File: config.mk
export PLATFORM = sky130hd
export DESIGN_NAME = butterfly_pipe
export DESIGN_NICKNAME = d
export VERILOG_FILES = /design/src/rtl/butterfly_pipe.sv
export SDC_FILE = /design/constraint.sdc
export NUM_CORES = 1
export LEC_CHECK = 0
export BUFFER_PORTS_ARGS = -buffer_cell sky130_fd_sc_hd__buf_2
export CAP_MARGIN = 20
export CELL_PAD_IN_SITES_DETAIL_PLACEMENT = 1
export CELL_PAD_IN_SITES_GLOBAL_PLACEMENT = 1
export CORE_MARGIN = 5
export CORE_UTILIZATION = 53
export CTS_BUF_LIST = sky130_fd_sc_hd__clkbuf_16
export CTS_CLUSTER_DIAMETER = 50
export DETAILED_ROUTE_END_ITERATION = 7
export GPL_TIMING_DRIVEN = 0
export MAX_ROUTING_LAYER = met4
export PLACE_DENSITY_LB_ADDON = 0.12
export SYNTH_ARGS = -nofsm -noshare
export SYNTH_HDL_FRONTEND = slang
export SYNTH_SLANG_ARGS = --single-unit
File: constraint.sdc
create_clock -name clk -period 17.4 [get_ports clk]
set_input_delay 4.35 -clock clk [delete_from_list [all_inputs] [get_ports clk]]
set_output_delay 4.35 -clock clk [all_outputs]
set_load 0.1 [all_outputs]
File: src/rtl/butterfly_pipe.sv
// butterfly_pipe: 3-stage radix-2 DIT/DIF butterfly with rounding, optional halving and saturation
// Ports: clk/rst (sync, active-high); in_valid/in_ready input handshake carrying in1, in2, twiddle ro,
//        mode (0=DIT,1=DIF), scale (1=halve); out_valid/out_ready output handshake carrying out1, out2,
//        out_sat (this beat clipped); ovf_sticky latches any transferred clipped beat until ovf_clear.
module butterfly_pipe #(
  parameter int DATA_WIDTH = 8,
  parameter int EXPAND = 6
) (
  input  logic                         clk,
  input  logic                         rst,
  input  logic                         in_valid,
  output logic                         in_ready,
  input  logic signed [DATA_WIDTH-1:0] in1_real,
  input  logic signed [DATA_WIDTH-1:0] in1_imag,
  input  logic signed [DATA_WIDTH-1:0] in2_real,
  input  logic signed [DATA_WIDTH-1:0] in2_imag,
  input  logic signed [EXPAND+1:0]     ro_real,
  input  logic signed [EXPAND+1:0]     ro_imag,
  input  logic                         mode,
  input  logic                         scale,
  output logic signed [DATA_WIDTH:0]   out1_real,
  output logic signed [DATA_WIDTH:0]   out1_imag,
  output logic signed [DATA_WIDTH:0]   out2_real,
  output logic signed [DATA_WIDTH:0]   out2_imag,
  output logic                         out_valid,
  input  logic                         out_ready,
  output logic                         out_sat,
  output logic                         ovf_sticky,
  input  logic                         ovf_clear
);
  localparam int DW = DATA_WIDTH;
  localparam int TW = EXPAND + 2;
  localparam int PW = DW + TW + 2;
  localparam int SW = PW + 1;
  localparam logic signed [PW-1:0] HALF = PW'(1) << (EXPAND - 1);
  localparam logic signed [SW-1:0] ONE = SW'(1);
  localparam logic signed [SW-1:0] HI = (SW'(1) << DW) - ONE;
  localparam logic signed [SW-1:0] LO = ~HI;
  logic adv;
  logic v1, v2, v3, m1, m2, sc1, sc2, sat, ovf;
  logic signed [DW-1:0] a1r, a1i, b1r, b1i;
  logic signed [TW-1:0] w1r, w1i;
  logic signed [DW:0] xr, xi, yr, yi, y2r, y2i;
  logic signed [PW-1:0] pr, pi, p2r, p2i;
  logic signed [SW-1:0] s [4];
  logic signed [SW-1:0] t [4];
  logic signed [DW:0] c [4];
  logic signed [DW:0] o [4];
  logic [3:0] h;
  assign adv = !v3 || out_ready;
  assign in_ready = adv || rst;
  // multiplier operand x and pass-through y: DIT multiplies in2, DIF multiplies in1-in2
  always_comb begin
    xr = m1 ? (DW+1)'(a1r) - (DW+1)'(b1r) : (DW+1)'(b1r);
    xi = m1 ? (DW+1)'(a1i) - (DW+1)'(b1i) : (DW+1)'(b1i);
    yr = m1 ? (DW+1)'(a1r) + (DW+1)'(b1r) : (DW+1)'(a1r);
    yi = m1 ? (DW+1)'(a1i) + (DW+1)'(b1i) : (DW+1)'(a1i);
    pr = (PW'(xr) * PW'(w1r) - PW'(xi) * PW'(w1i) + HALF) >>> EXPAND;
    pi = (PW'(xr) * PW'(w1i) + PW'(xi) * PW'(w1r) + HALF) >>> EXPAND;
  end
  // DIT: y +/- p; DIF: sum passes through, product is the second result
  always_comb begin
    s[0] = m2 ? SW'(y2r) : SW'(y2r) + SW'(p2r);
    s[1] = m2 ? SW'(y2i) : SW'(y2i) + SW'(p2i);
    s[2] = m2 ? SW'(p2r) : SW'(y2r) - SW'(p2r);
    s[3] = m2 ? SW'(p2i) : SW'(y2i) - SW'(p2i);
    for (int k = 0; k < 4; k++) begin
      t[k] = sc2 ? (s[k] + ONE) >>> 1 : s[k];
      h[k] = t[k] > HI || t[k] < LO;
      c[k] = t[k] > HI ? HI[DW:0] : t[k] < LO ? LO[DW:0] : t[k][DW:0];
    end
  end
  always_ff @(posedge clk)
    if (rst) begin
      {v1, v2, v3, m1, m2, sc1, sc2, sat} <= '0;
      {a1r, a1i, b1r, b1i, w1r, w1i} <= '0;
      {y2r, y2i, p2r, p2i} <= '0;
      o <= '{default: '0};
    end else if (adv) begin
      v1 <= in_valid;
      m1 <= mode;
      sc1 <= scale;
      a1r <= in1_real;
      a1i <= in1_imag;
      b1r <= in2_real;
      b1i <= in2_imag;
      w1r <= ro_real;
      w1i <= ro_imag;
      v2 <= v1;
      m2 <= m1;
      sc2 <= sc1;
      y2r <= yr;
      y2i <= yi;
      p2r <= pr;
      p2i <= pi;
      v3 <= v2;
      o <= c;
      sat <= |h;
    end
  // a clipped beat transferring in the same cycle as ovf_clear keeps the flag set
  always_ff @(posedge clk)
    if (rst) ovf <= 1'b0;
    else if (v3 && out_ready && sat) ovf <= 1'b1;
    else if (ovf_clear) ovf <= 1'b0;
  assign out1_real = o[0];
  assign out1_imag = o[1];
  assign out2_real = o[2];
  assign out2_imag = o[3];
  assign out_valid = v3;
  assign out_sat = sat;
  assign ovf_sticky = ovf;
endmodule

==> results_dict.tcl <==
set metrics [dict create \
    wl_per_cell_um 24.7 \
    ctsRootBufferMaster "clkbuf_16" \
    clkSlewWorstSetupHoldPaths_ns 0.07 \
    viasPerCell 6.06 \
    globalRouteOverflowTotal 0 \
    dp.cells 3387 \
    die_w_um 216 \
    synthArstFlopShare_pct 0 \
    postSynthAreaPerCell_sq_um 8.16 \
    yosys-top-cells-count "424 x inv_1, 334 x nand2_1, 304 x fa_1" \
    hp-class "reg -> reg" \
    synth_cells 2748 \
    synth_compound_area_share_pct 15.9 \
    synth_top_cell_by_area "fa_1" \
    grt_pass1_wl_mm 132 \
    cp_data_arrival_time_ns 6.37 \
    synth_nets 3308 \
    area_delta_synth_final_pct 8.25 \
    status "complete, no violations" \
    portBuffers 93 \
    cts_buffers 17 \
    ys_warn_count 0 \
    setup_viol 0 \
    yosysSeqAreaShare_pct 12.1 \
    p_leak_nw 11.4 \
    dr.pass1.iters 5 \
    hold_violations 0 \
    finalSetupTns_ns 0 \
    synth_ff_type "dfxtp_1" \
    cts.path.max_buffers 2 \
    total_power_mw 4.65 \
    ys_types 97 \
    cpLargestDelayFamily "buffers and inverters" \
    crit_required_ns 13.05 \
    synth_edf_count 0 \
    post_cts_resized 0 \
    maxSlewHeadroom_pct 16.3 \
    clock_latency_ns 0.50 \
    slew_violations 0 \
    worstSetupStartpointType "input pin" \
    fin_nets 3428 \
    cp_num_buf_inv 4 \
    place_ws_ns 6.75 \
    postRouteAntennaNets 0 \
    synth_area_sq_um 22400 \
    timing_worst_setup_path_type "in -> out" \
    clkSinkCount 135 \
    io_pins 95 \
    dieArea_sq_um 46500 \
    grt_pass1_vias 23200 \
    wl_mm 84.6 \
    yosys_register_bits 135 \
    synthDominantCellAreaShare_pct 27.1 \
    rsz0062_at_grt "false" \
    pwr_density_cell_nw_per_um2 192 \
    drt_iter0_drc 1429 \
    path_max_fanout 9 \
    antenna_found_initial 3 \
    cts_tree "built" \
    timing.final.ws_setup_ns 6.68 \
    grt_max_degree 17 \
    rows 75 \
    period_minus_slack_ns 10.72 \
    crit_slowest_cell "clkbuf_1" \
    peakVddDrop_mv 0.206 \
    timing.critical_path.mode_cell "buf_2" \
    maxCapViolations 0 \
    hpwl_mm 69.3 \
    synthSimpleGateAreaFrac_pct 19.1 \
    core_sq_um 41900 \
    end_kind "output pin" \
    fin_skew_ns 0.0234 \
    synth_top_family_by_area "adder cells" \
    synth_most_common_cell "inv_1" \
    gp_congestion 0.977 \
    postCtsSetupRepairBufs 0 \
    fin_cells 3422 \
    ys_top_cells_by_area "fa_1 27%, dfxtp_1 12%, ha_1 11%" \
    hold_buffers 0 \
    remaining_drc_errors 0 \
    synth_mux_area_share_pct 1.05 \
    yosys.area_share.adder_pct 38.4 \
    max_freq_ghz 0.0933 \
    tightest_slew_ns 1.22 \
    drive_gt1_share_pct 6.84 \
    crit_chain "buf_2, nand2b_1, clkbuf_1, nor2_1, inv_1, buf_2" \
    synth_xor_area_share_pct 3.83 \
    track_usage_pct 37.7 \
    start_util_pct 53.5 \
    vias 20700 \
    htreeDepth 4 \
    min_period_over_period_pct 61.6 \
    slowest_delay_ns 0.67 \
    post-route-util_pct 57.9 \
    die_h_um 216 \
]
[power breakdown]
part	total, mW	switching (mW)	internal, mW
Sequential	0.466	0.0702	0.396
Clock	0.416	0.181	0.235
Combinational	3.77	2.39	1.38
Total	4.65	2.64	2.01
[worst reg2reg max path, delay by kind of cell, from the launching register on]
kind,cells,cell delay (ns)
adder cells (fa/ha/maj),9,3.89
XOR/XNOR,1,0.31
flip-flops,1,0.41
buffers and inverters,6,0.45
AND/OR/NAND/NOR,4,1.44
AO/OA/AOI/OAI,11,3.31
[state kept, by name, indices dropped and copies added, names as in the netlist, 8 cells and up]
name       cells
p2i           12
out1_real      9
b1i            8
out1_imag      9
out2_imag      9
out2_real      9
a1r            8
w1r            8
a1i            8
y2i            9
y2r            9
b1r            8
p2r           12
w1i            8
[per-layer routing]
metal	track usage [%]	part of all wire, %	up-vias
li1	-	-	9152
met1	43.1	39	10500
met2	63.5	49	765
met3	5.68	5.9	292
met4	21.0	6.4	0
met5	-	0	-
[worst paths after layout]
path	end	start	slack, ns	cells after the start
max reg2reg	p2i[10]	a1i[0]	7.52	31
min	out2_real[4]	out2_real[4]	0.45	2
min reg2reg	out2_real[4]	out2_real[4]	0.45	2
max	in_ready	out_ready	6.68	6
[layout by cell type (no fill, tap or decap), types with 31 or more instances in the layout]
cell type    n
inv_1      424
nand2_1    334
fa_1       304
ha_1       201
nor2_1     187
a21oi_1    170
and2_1     140
dfxtp_1    135
buf_2      108
clkbuf_1    98
xnor2_1     77
o21ai_0     68
nor2b_1     49
nor3_1      45
a211oi_1    44
nand2b_1    31
o21a_1      31
[metrics by stage]
step	hold WS (ns)	instance area (sq um)
floorplan	0.432	22400
global placement	0.429	23600
detailed placement	0.441	23600
CTS	0.451	24300
global route	0.473	24300
finish	0.447	24300
[cells by family (layout without fill, tap and decap cells)]
kind of cell / count (synthesis) / count (layout)
DFF: 135 / 135
muxes: 22 / 22
AOI/OAI and AO/OA: 531 / 531
adders and majority gates: 505 / 505
and+or+nand+nor: 892 / 892
buffers and inverters: 565 / 698
other: 0 / 2
xor gates and xnor gates: 98 / 98
[final cells by class]
class                      instances  area [sq um]
sequential                       135          2700
inverter                         425          1600
multi-input combinational       2048         17600
clock inverter                    15           225
fill                            5123         17700
tap                              539           674
clock buffer                      17           425
buffer                           140           572
timing repair buffer             101           520
antenna                            2          5.00
No activity file was read; power rests on OpenSTA's default activity.
